==> src/rtl/ibex_pkg.sv <==
// Shared types for the ibex retirement tracer: the compact trace record and
// helpers used to format it from the RVFI port.
package ibex_pkg;

  typedef struct packed {
    logic [63:0] cycle;
    logic [31:0] hart;
    logic [63:0] order;
    logic [31:0] pc;
    logic [31:0] next_pc;
    logic [31:0] insn;
    logic [1:0]  mode;
    logic        trap;
    logic        halt;
    logic        intr;
    logic        compressed;
    logic [4:0]  rd_addr;
    logic [31:0] rd_wdata;
    logic [31:0] mem_addr;
    logic [3:0]  mem_rmask;
    logic [3:0]  mem_wmask;
    logic [31:0] mem_data;
  } trace_rec_t;

  localparam int unsigned TraceRecW = $bits(trace_rec_t);

  typedef enum logic [1:0] {
    MEM_NONE  = 2'd0,
    MEM_READ  = 2'd1,
    MEM_WRITE = 2'd2
  } mem_kind_e;

  // A write mask takes priority: stores report write data even if rmask is set.
  function automatic mem_kind_e mem_kind_of(input logic [3:0] rmask,
                                            input logic [3:0] wmask);
    if (wmask != 4'b0000) begin
      return MEM_WRITE;
    end else if (rmask != 4'b0000) begin
      return MEM_READ;
    end
    return MEM_NONE;
  endfunction

  function automatic logic is_compressed(input logic [31:0] insn);
    return insn[1:0] != 2'b11;
  endfunction

endpackage

==> src/rtl/ibex_trace_fifo.sv <==
// Generic registered FIFO without fall-through. Pointers carry an extra wrap
// bit so full and empty are distinguishable. Depth must be a power of two >= 2.
module ibex_trace_fifo #(
  parameter int unsigned Width = 32,
  parameter int unsigned Depth = 4
) (
  input  logic             clk_i,
  input  logic             rst_ni,
  input  logic             push_i,
  input  logic [Width-1:0] wdata_i,
  output logic             full_o,
  input  logic             pop_i,
  output logic             empty_o,
  output logic [Width-1:0] rdata_o
);

  localparam int unsigned AddrW = $clog2(Depth);
  localparam int unsigned PtrW  = AddrW + 1;

  logic [PtrW-1:0]  wr_ptr_q, wr_ptr_d;
  logic [PtrW-1:0]  rd_ptr_q, rd_ptr_d;
  logic [AddrW-1:0] wr_idx, rd_idx;
  logic             push_acc, pop_acc;
  logic [Width-1:0] mem_q [Depth];

  assign wr_idx  = wr_ptr_q[AddrW-1:0];
  assign rd_idx  = rd_ptr_q[AddrW-1:0];
  assign empty_o = (wr_ptr_q == rd_ptr_q);
  assign full_o  = (wr_ptr_q[AddrW] != rd_ptr_q[AddrW]) && (wr_idx == rd_idx);

  // When full, a same-cycle pop frees the head slot, which the push then reuses.
  assign pop_acc  = pop_i & ~empty_o;
  assign push_acc = push_i & (~full_o | pop_acc);

  assign wr_ptr_d = wr_ptr_q + PtrW'(push_acc);
  assign rd_ptr_d = rd_ptr_q + PtrW'(pop_acc);

  always_ff @(posedge clk_i or negedge rst_ni) begin
    if (!rst_ni) begin
      wr_ptr_q <= '0;
      rd_ptr_q <= '0;
    end else begin
      wr_ptr_q <= wr_ptr_d;
      rd_ptr_q <= rd_ptr_d;
    end
  end

  always_ff @(posedge clk_i) begin
    if (push_acc) begin
      mem_q[wr_idx] <= wdata_i;
    end
  end

  assign rdata_o = mem_q[rd_idx];

endmodule

==> src/rtl/ibex_rvfi_tracer.sv <==
// Synthesizable retirement tracer: formats one record per RVFI retirement,
// buffers it, checks retirement order and counts retired/dropped records.
module ibex_rvfi_tracer
  import ibex_pkg::*;
#(
  parameter int unsigned Depth    = 4,
  parameter int unsigned DropCntW = 16
) (
  input  logic                clk_i,
  input  logic                rst_ni,
  input  logic [31:0]         hart_id_i,

  input  logic                rvfi_valid,
  input  logic [63:0]         rvfi_order,
  input  logic [31:0]         rvfi_insn,
  input  logic                rvfi_trap,
  input  logic                rvfi_halt,
  input  logic                rvfi_intr,
  input  logic [1:0]          rvfi_mode,
  input  logic [31:0]         rvfi_pc_rdata,
  input  logic [31:0]         rvfi_pc_wdata,
  input  logic [4:0]          rvfi_rd_addr,
  input  logic [31:0]         rvfi_rd_wdata,
  input  logic [31:0]         rvfi_mem_addr,
  input  logic [3:0]          rvfi_mem_rmask,
  input  logic [3:0]          rvfi_mem_wmask,
  input  logic [31:0]         rvfi_mem_rdata,
  input  logic [31:0]         rvfi_mem_wdata,

  output logic                trace_valid_o,
  input  logic                trace_ready_i,
  output trace_rec_t          trace_rec_o,
  output logic                order_err_o,
  output logic                overflow_o,
  output logic [DropCntW-1:0] drop_cnt_o,
  output logic [63:0]         retired_cnt_o
);

  logic [31:0] wmask_bits, rmask_bits;
  mem_kind_e   mem_kind;
  trace_rec_t  rec_d;
  trace_rec_t  fifo_head;
  logic        fifo_full, fifo_empty;
  logic        pop, drop;

  logic [63:0]         cycle_q;
  logic [63:0]         retired_q;
  logic [DropCntW-1:0] drop_cnt_q;
  logic                overflow_q;
  logic                order_first_q;
  logic [63:0]         order_exp_q;
  logic                order_err_q;

  for (genvar gi = 0; gi < 4; gi++) begin : g_byte_mask
    assign wmask_bits[gi*8 +: 8] = {8{rvfi_mem_wmask[gi]}};
    assign rmask_bits[gi*8 +: 8] = {8{rvfi_mem_rmask[gi]}};
  end

  assign mem_kind = mem_kind_of(rvfi_mem_rmask, rvfi_mem_wmask);

  always_comb begin
    rec_d            = '0;
    rec_d.cycle      = cycle_q;
    rec_d.hart       = hart_id_i;
    rec_d.order      = rvfi_order;
    rec_d.pc         = rvfi_pc_rdata;
    rec_d.next_pc    = rvfi_pc_wdata;
    rec_d.insn       = rvfi_insn;
    rec_d.mode       = rvfi_mode;
    rec_d.trap       = rvfi_trap;
    rec_d.halt       = rvfi_halt;
    rec_d.intr       = rvfi_intr;
    rec_d.compressed = is_compressed(rvfi_insn);
    rec_d.mem_rmask  = rvfi_mem_rmask;
    rec_d.mem_wmask  = rvfi_mem_wmask;
    // x0 writes are architecturally invisible, so they are reported as none.
    if (rvfi_rd_addr != 5'd0) begin
      rec_d.rd_addr  = rvfi_rd_addr;
      rec_d.rd_wdata = rvfi_rd_wdata;
    end
    unique case (mem_kind)
      MEM_WRITE: begin
        rec_d.mem_addr = rvfi_mem_addr;
        rec_d.mem_data = rvfi_mem_wdata & wmask_bits;
      end
      MEM_READ: begin
        rec_d.mem_addr = rvfi_mem_addr;
        rec_d.mem_data = rvfi_mem_rdata & rmask_bits;
      end
      default: ;
    endcase
  end

  assign trace_valid_o = ~fifo_empty;
  assign pop           = trace_valid_o & trace_ready_i;
  assign drop          = rvfi_valid & fifo_full & ~pop;

  ibex_trace_fifo #(
    .Width (TraceRecW),
    .Depth (Depth)
  ) u_fifo (
    .clk_i   (clk_i),
    .rst_ni  (rst_ni),
    .push_i  (rvfi_valid),
    .wdata_i (rec_d),
    .full_o  (fifo_full),
    .pop_i   (pop),
    .empty_o (fifo_empty),
    .rdata_o (fifo_head)
  );

  // Storage is not reset, so the head is masked to zero whenever nothing is valid.
  assign trace_rec_o = trace_valid_o ? fifo_head : '0;

  always_ff @(posedge clk_i or negedge rst_ni) begin
    if (!rst_ni) begin
      cycle_q    <= '0;
      retired_q  <= '0;
      drop_cnt_q <= '0;
      overflow_q <= 1'b0;
    end else begin
      cycle_q <= cycle_q + 64'd1;
      if (rvfi_valid) begin
        retired_q <= retired_q + 64'd1;
      end
      if (drop) begin
        overflow_q <= 1'b1;
        if (drop_cnt_q != {DropCntW{1'b1}}) begin
          drop_cnt_q <= drop_cnt_q + DropCntW'(1);
        end
      end
    end
  end

  // Expected order always follows the last retirement, so one gap flags once
  // and checking resynchronises on the next instruction.
  always_ff @(posedge clk_i or negedge rst_ni) begin
    if (!rst_ni) begin
      order_first_q <= 1'b1;
      order_exp_q   <= '0;
      order_err_q   <= 1'b0;
    end else if (rvfi_valid) begin
      order_first_q <= 1'b0;
      order_exp_q   <= rvfi_order + 64'd1;
      if (!order_first_q && (rvfi_order != order_exp_q)) begin
        order_err_q <= 1'b1;
      end
    end
  end

  assign retired_cnt_o = retired_q;
  assign drop_cnt_o    = drop_cnt_q;
  assign overflow_o    = overflow_q;
  assign order_err_o   = order_err_q;

endmodule

==> config.mk <==
export PLATFORM = sky130hd
export DESIGN_NAME = ibex_rvfi_tracer
export DESIGN_NICKNAME = d
export VERILOG_FILES = /design/src/rtl/ibex_pkg.sv /design/src/rtl/ibex_trace_fifo.sv /design/src/rtl/ibex_rvfi_tracer.sv
export SDC_FILE = /design/constraint.sdc
export NUM_CORES = 2
export LEC_CHECK = 0
export CAP_MARGIN = 40
export CORE_ASPECT_RATIO = 1.25
export CORE_UTILIZATION = 35
export DETAILED_ROUTE_END_ITERATION = 16
export GPL_ROUTABILITY_DRIVEN = 0
export PLACE_DENSITY = 0.55
export SYNTH_ARGS = -nofsm -noshare
export SYNTH_HDL_FRONTEND = slang
export SYNTH_SLANG_ARGS = --single-unit
export TNS_END_PERCENT = 1
==> constraint.sdc <==
create_clock -name clk_i -period 54.5 [get_ports clk_i]
set_input_delay 16.35 -clock clk_i [delete_from_list [all_inputs] [get_ports clk_i]]
set_output_delay 16.35 -clock clk_i [all_outputs]
set_load 0.02 [all_outputs]
==> reports/metrics.json <==
{
  "cells_and_area": {
    "layout.nets": 4832,
    "area_delta_synth_final_pct": 25.61,
    "n_fill_cell": 16890,
    "post-route-util_pct": 44.27,
    "postLayoutCellArea_um2": 85150,
    "layout-drive-gt1-share_pct": 15.61
  },
  "floorplanning": {
    "start_util_pct": 35.25,
    "die-height_um": 494.1,
    "placeableCoreArea_um2": 192300,
    "floorplan.die.width_um": 395.7,
    "design.portCount": 796,
    "fp-row-count": 180,
    "design.die.area_um2": 195500
  },
  "placed_design": {
    "place_hpwl_um": 117700,
    "portBuffers": 795,
    "placed_instance_area_um2": 79280
  },
  "critical_path": {
    "worst_ep_required_time_ns": 38.15,
    "critical_path.reg2reg.endpoint": "u_fifo.mem_q[2][134]",
    "reg2reg_slack_ns": 50.34,
    "path_max_fanout": 37,
    "worstPathArrival_ns": 5.29,
    "cp-startpoint": "u_fifo.rd_ptr_q[0]",
    "rr_worst_depth": 8,
    "crit_end": "trace_rec_o[123]",
    "critPathCaptureType": "output port",
    "reg_to_reg_start": "u_fifo.rd_ptr_q[0]",
    "path_class": "reg2out",
    "worst_setup_path_start_kind": "flop"
  },
  "global_routing": {
    "grt_max_degree": 236,
    "grt_antenna_before_repair": 66,
    "grt_usage_pct": 18.26,
    "number_of_global_route_vias_before_repair": 37370,
    "grt_first_pass_wirelength_um": 263000,
    "grt_remaining_overflow": 0
  },
  "cts": {
    "cts_made_buffers": 175,
    "buffers_inserted_during_post_cts_setup_optimization": 0,
    "cts_hold_buffers": 0,
    "tritoncts": "built",
    "cts.repair.resized": 0,
    "clock_insertion_delay_worst_skew_ns": 0.81,
    "clock_sink_count": 1701,
    "clkTransAtPathRegs_ns": 0.06,
    "htree_num_levels": 4,
    "cts_root_buf": "sky130_fd_sc_hd__clkbuf_16",
    "clockBufferDepth": 3
  },
  "drt": {
    "detailed_route_wire_length_per_cell_um": 25.09,
    "drt-pass1-iter-count": 5,
    "viasPerCell": 5.066,
    "drt_iter0_drc": 2178,
    "detail_route.wirelength_um": 180600,
    "detail_route.drc_violations": 0,
    "routed-via-count": 36470,
    "ant_nets": 0
  },
  "run": {
    "max-cap-violations": 0
  },
  "logic_synthesis": {
    "yosys_warnings": 0,
    "syn-instance-count": 3619,
    "syn_area_per_cell_um2": 18.73,
    "mappedNetlistArea_um2": 67800,
    "ys_seq_area_share_pct": 73.74,
    "synthDistinctLibCells": 43,
    "postSynthRegisterBits": 1701,
    "synth.net_count": 3969
  },
  "min_path": {
    "min-delay-path-class": "reg2reg"
  },
  "sta": {
    "clock.fmax_mhz": 46.21,
    "finalSetupViolations": 0,
    "slew_headroom_pct": 19.07,
    "final.period_utilization_pct": 39.71,
    "tightestPinTransition_ns": 1.214,
    "report.final.hold_viol_count": 0,
    "fin_skew_ns": 0.04961,
    "timing_max_transition_violations_final": 0,
    "rsz_0062_raised_after_global_routing": "false",
    "final.min_clock_period_ns": 21.64,
    "finalSetupTns_ns": 0
  },
  "power_and_ir_drop": {
    "p_per_area_nw_per_um2": 58.35,
    "power.ir.vdd_worst_mv": 0.06032,
    "total_power_mw": 4.969,
    "total_leakage_power_nw": 28.82
  },
  "outcome": {
    "run_status": "finished clean"
  }
}
## synthesized netlist by cell type (all sizes together)
cell / number / area share [%]
nand4: 65 / 0.64
ha: 8 / 0.15
nor2b: 33 / 0.30
and4: 16 / 0.21
nor4bb: 2 / 0.030
xor2: 175 / 2.3
and3: 28 / 0.26
or3: 21 / 0.19
a211o: 1 / 0.013
nor3b: 2 / 0.022
dfstp: 1 / 0.039
or4: 16 / 0.18
a21oi: 32 / 0.24
nor2: 107 / 0.59
nor3: 50 / 0.37
edfxtp: 1484 / 66
nand3: 65 / 0.48
nand2: 68 / 0.38
xnor2: 66 / 0.85
or2: 3 / 0.028
o211ai: 1 / 0.011
a21o: 1 / 0.011
a31oi: 29 / 0.27
clkbuf: 127 / 0.70
buf: 56 / 0.40
mux2: 3 / 0.050
dfrtp: 216 / 8.0
o21ai: 21 / 0.16
inv: 35 / 0.19
nor4b: 1 / 0.013
nor4: 57 / 0.56
mux4: 371 / 12
and2: 414 / 3.8
o31ai: 11 / 0.12
o211a: 1 / 0.015
a22o: 32 / 0.41
## worst min path at each step
stage | cells past startpoint | slack, ns | to | from
2_1_floorplan | 1 | 0.46 | u_fifo.wr_ptr_q[2] | u_fifo.wr_ptr_q[2]
3_3_place_gp | 1 | 0.44 | overflow_o | overflow_o
3_5_place_dp | 1 | 0.45 | overflow_o | overflow_o
4_1_cts | 1 | 0.46 | overflow_o | overflow_o
5_1_grt | 1 | 0.46 | overflow_o | overflow_o
6_report | 1 | 0.45 | overflow_o | overflow_o
## sequential cells by signal, indices dropped and copies added (netlist names)
| signal | count |
|---|---|
| cycle_q | 64 |
| u_fifo.wr_ptr_q | 3 |
| drop_cnt_o | 16 |
| u_fifo.mem_q | 1484 |
| retired_cnt_o | 64 |
| u_fifo.rd_ptr_q | 3 |
| overflow_o | 1 |
| order_first_q | 1 |
| order_err_o | 1 |
| order_exp_q | 64 |
## kinds of logic (layout without fill, tap and decap cells)
family                     count (synthesis)  count (layout)  share of synthesized area (%)
buffers and inverters                    218            1224                          1.299
AOI/OAI and AO/OA                        129             129                          1.244
adders and majority gates                  8               8                         0.1477
xor gates and xnor gates                 241             241                          3.113
DFF                                     1701            1701                          73.74
and+or+nand+nor                          948             948                          8.078
muxes                                    374             374                          12.37
other                                      0              26                              0
## report_power, final
group,internal (mW),switching (mW)
clock network,0.686,0.514
registers,1.68,0.0590
logic,0.923,1.11
total,3.29,1.68
## critical path, stage by stage (launching register included)
cell and delay [ns]:
sky130_fd_sc_hd__dfrtp_4 0.73, sky130_fd_sc_hd__buf_4 0.70, sky130_fd_sc_hd__buf_4 0.74, sky130_fd_sc_hd__buf_4 0.57
sky130_fd_sc_hd__buf_12 0.28, sky130_fd_sc_hd__mux4_2 0.58, sky130_fd_sc_hd__and2_1 0.19, sky130_fd_sc_hd__clkdlybuf4s50_1 0.54
## layout make-up
type	count	area (um2)	share of cell area [%]
antenna	26	65.06	0.07641
tap	2548	3188	3.744
sequential	1701	50000	58.72
multi-input combinational	1700	16970	19.93
clock buffer	220	4669	5.484
clock inverter	100	1139	1.337
inverter	35	131.4	0.1543
timing repair buffer	869	8991	10.56
## layer usage
metal  GRT usage [%]  part of all wire (%)  vias to the layer above  wire length [um]
met4           3.883                   1.7                       58              3153
met5               0                  0.20                        -               355
met2           28.56                    47                     1136             84150
met3           7.321                   9.6                      252             17360
met1           23.91                    42                    19030             75580
li1                -                     -                    15990                 -
## layout by cell type, fill, tap and decap left out, drive strengths merged, types with 2 or more instances in the layout
master | Yosys | layout
ha | 8 | 8
a31oi | 29 | 29
nor3 | 50 | 50
nand2 | 68 | 68
clkdlybuf4s50 | 0 | 793
nand3 | 65 | 65
nor4bb | 2 | 2
nor2 | 107 | 107
nor3b | 2 | 2
and2 | 414 | 414
buf | 56 | 76
edfxtp | 1484 | 1484
clkinv | 0 | 67
mux2 | 3 | 3
o31ai | 11 | 11
or2 | 3 | 3
a21oi | 32 | 32
xnor2 | 66 | 66
a22o | 32 | 32
and3 | 28 | 28
dfrtp | 216 | 216
nor4 | 57 | 57
clkinvlp | 0 | 5
nand4 | 65 | 65
o21ai | 21 | 21
diode | 0 | 26
or3 | 21 | 21
inv | 35 | 48
or4 | 16 | 16
mux4 | 371 | 371
nor2b | 33 | 33
clkbuf | 127 | 220
and4 | 16 | 16
xor2 | 175 | 175
bufinv | 0 | 15
## per-stage QoR
stage | hold WS [ns] | instances | setup slack, ns
3_3_place_gp | 0.4379 | 6830 | 33.28
6_report | 0.4531 | 7199 | 32.86
2_1_floorplan | 0.4617 | 3619 | 1.191
3_5_place_dp | 0.4455 | 6853 | 33.46
4_1_cts | 0.4569 | 7173 | 32.54
5_1_grt | 0.4630 | 7177 | 32.35
(Power assumes the default switching activity.)
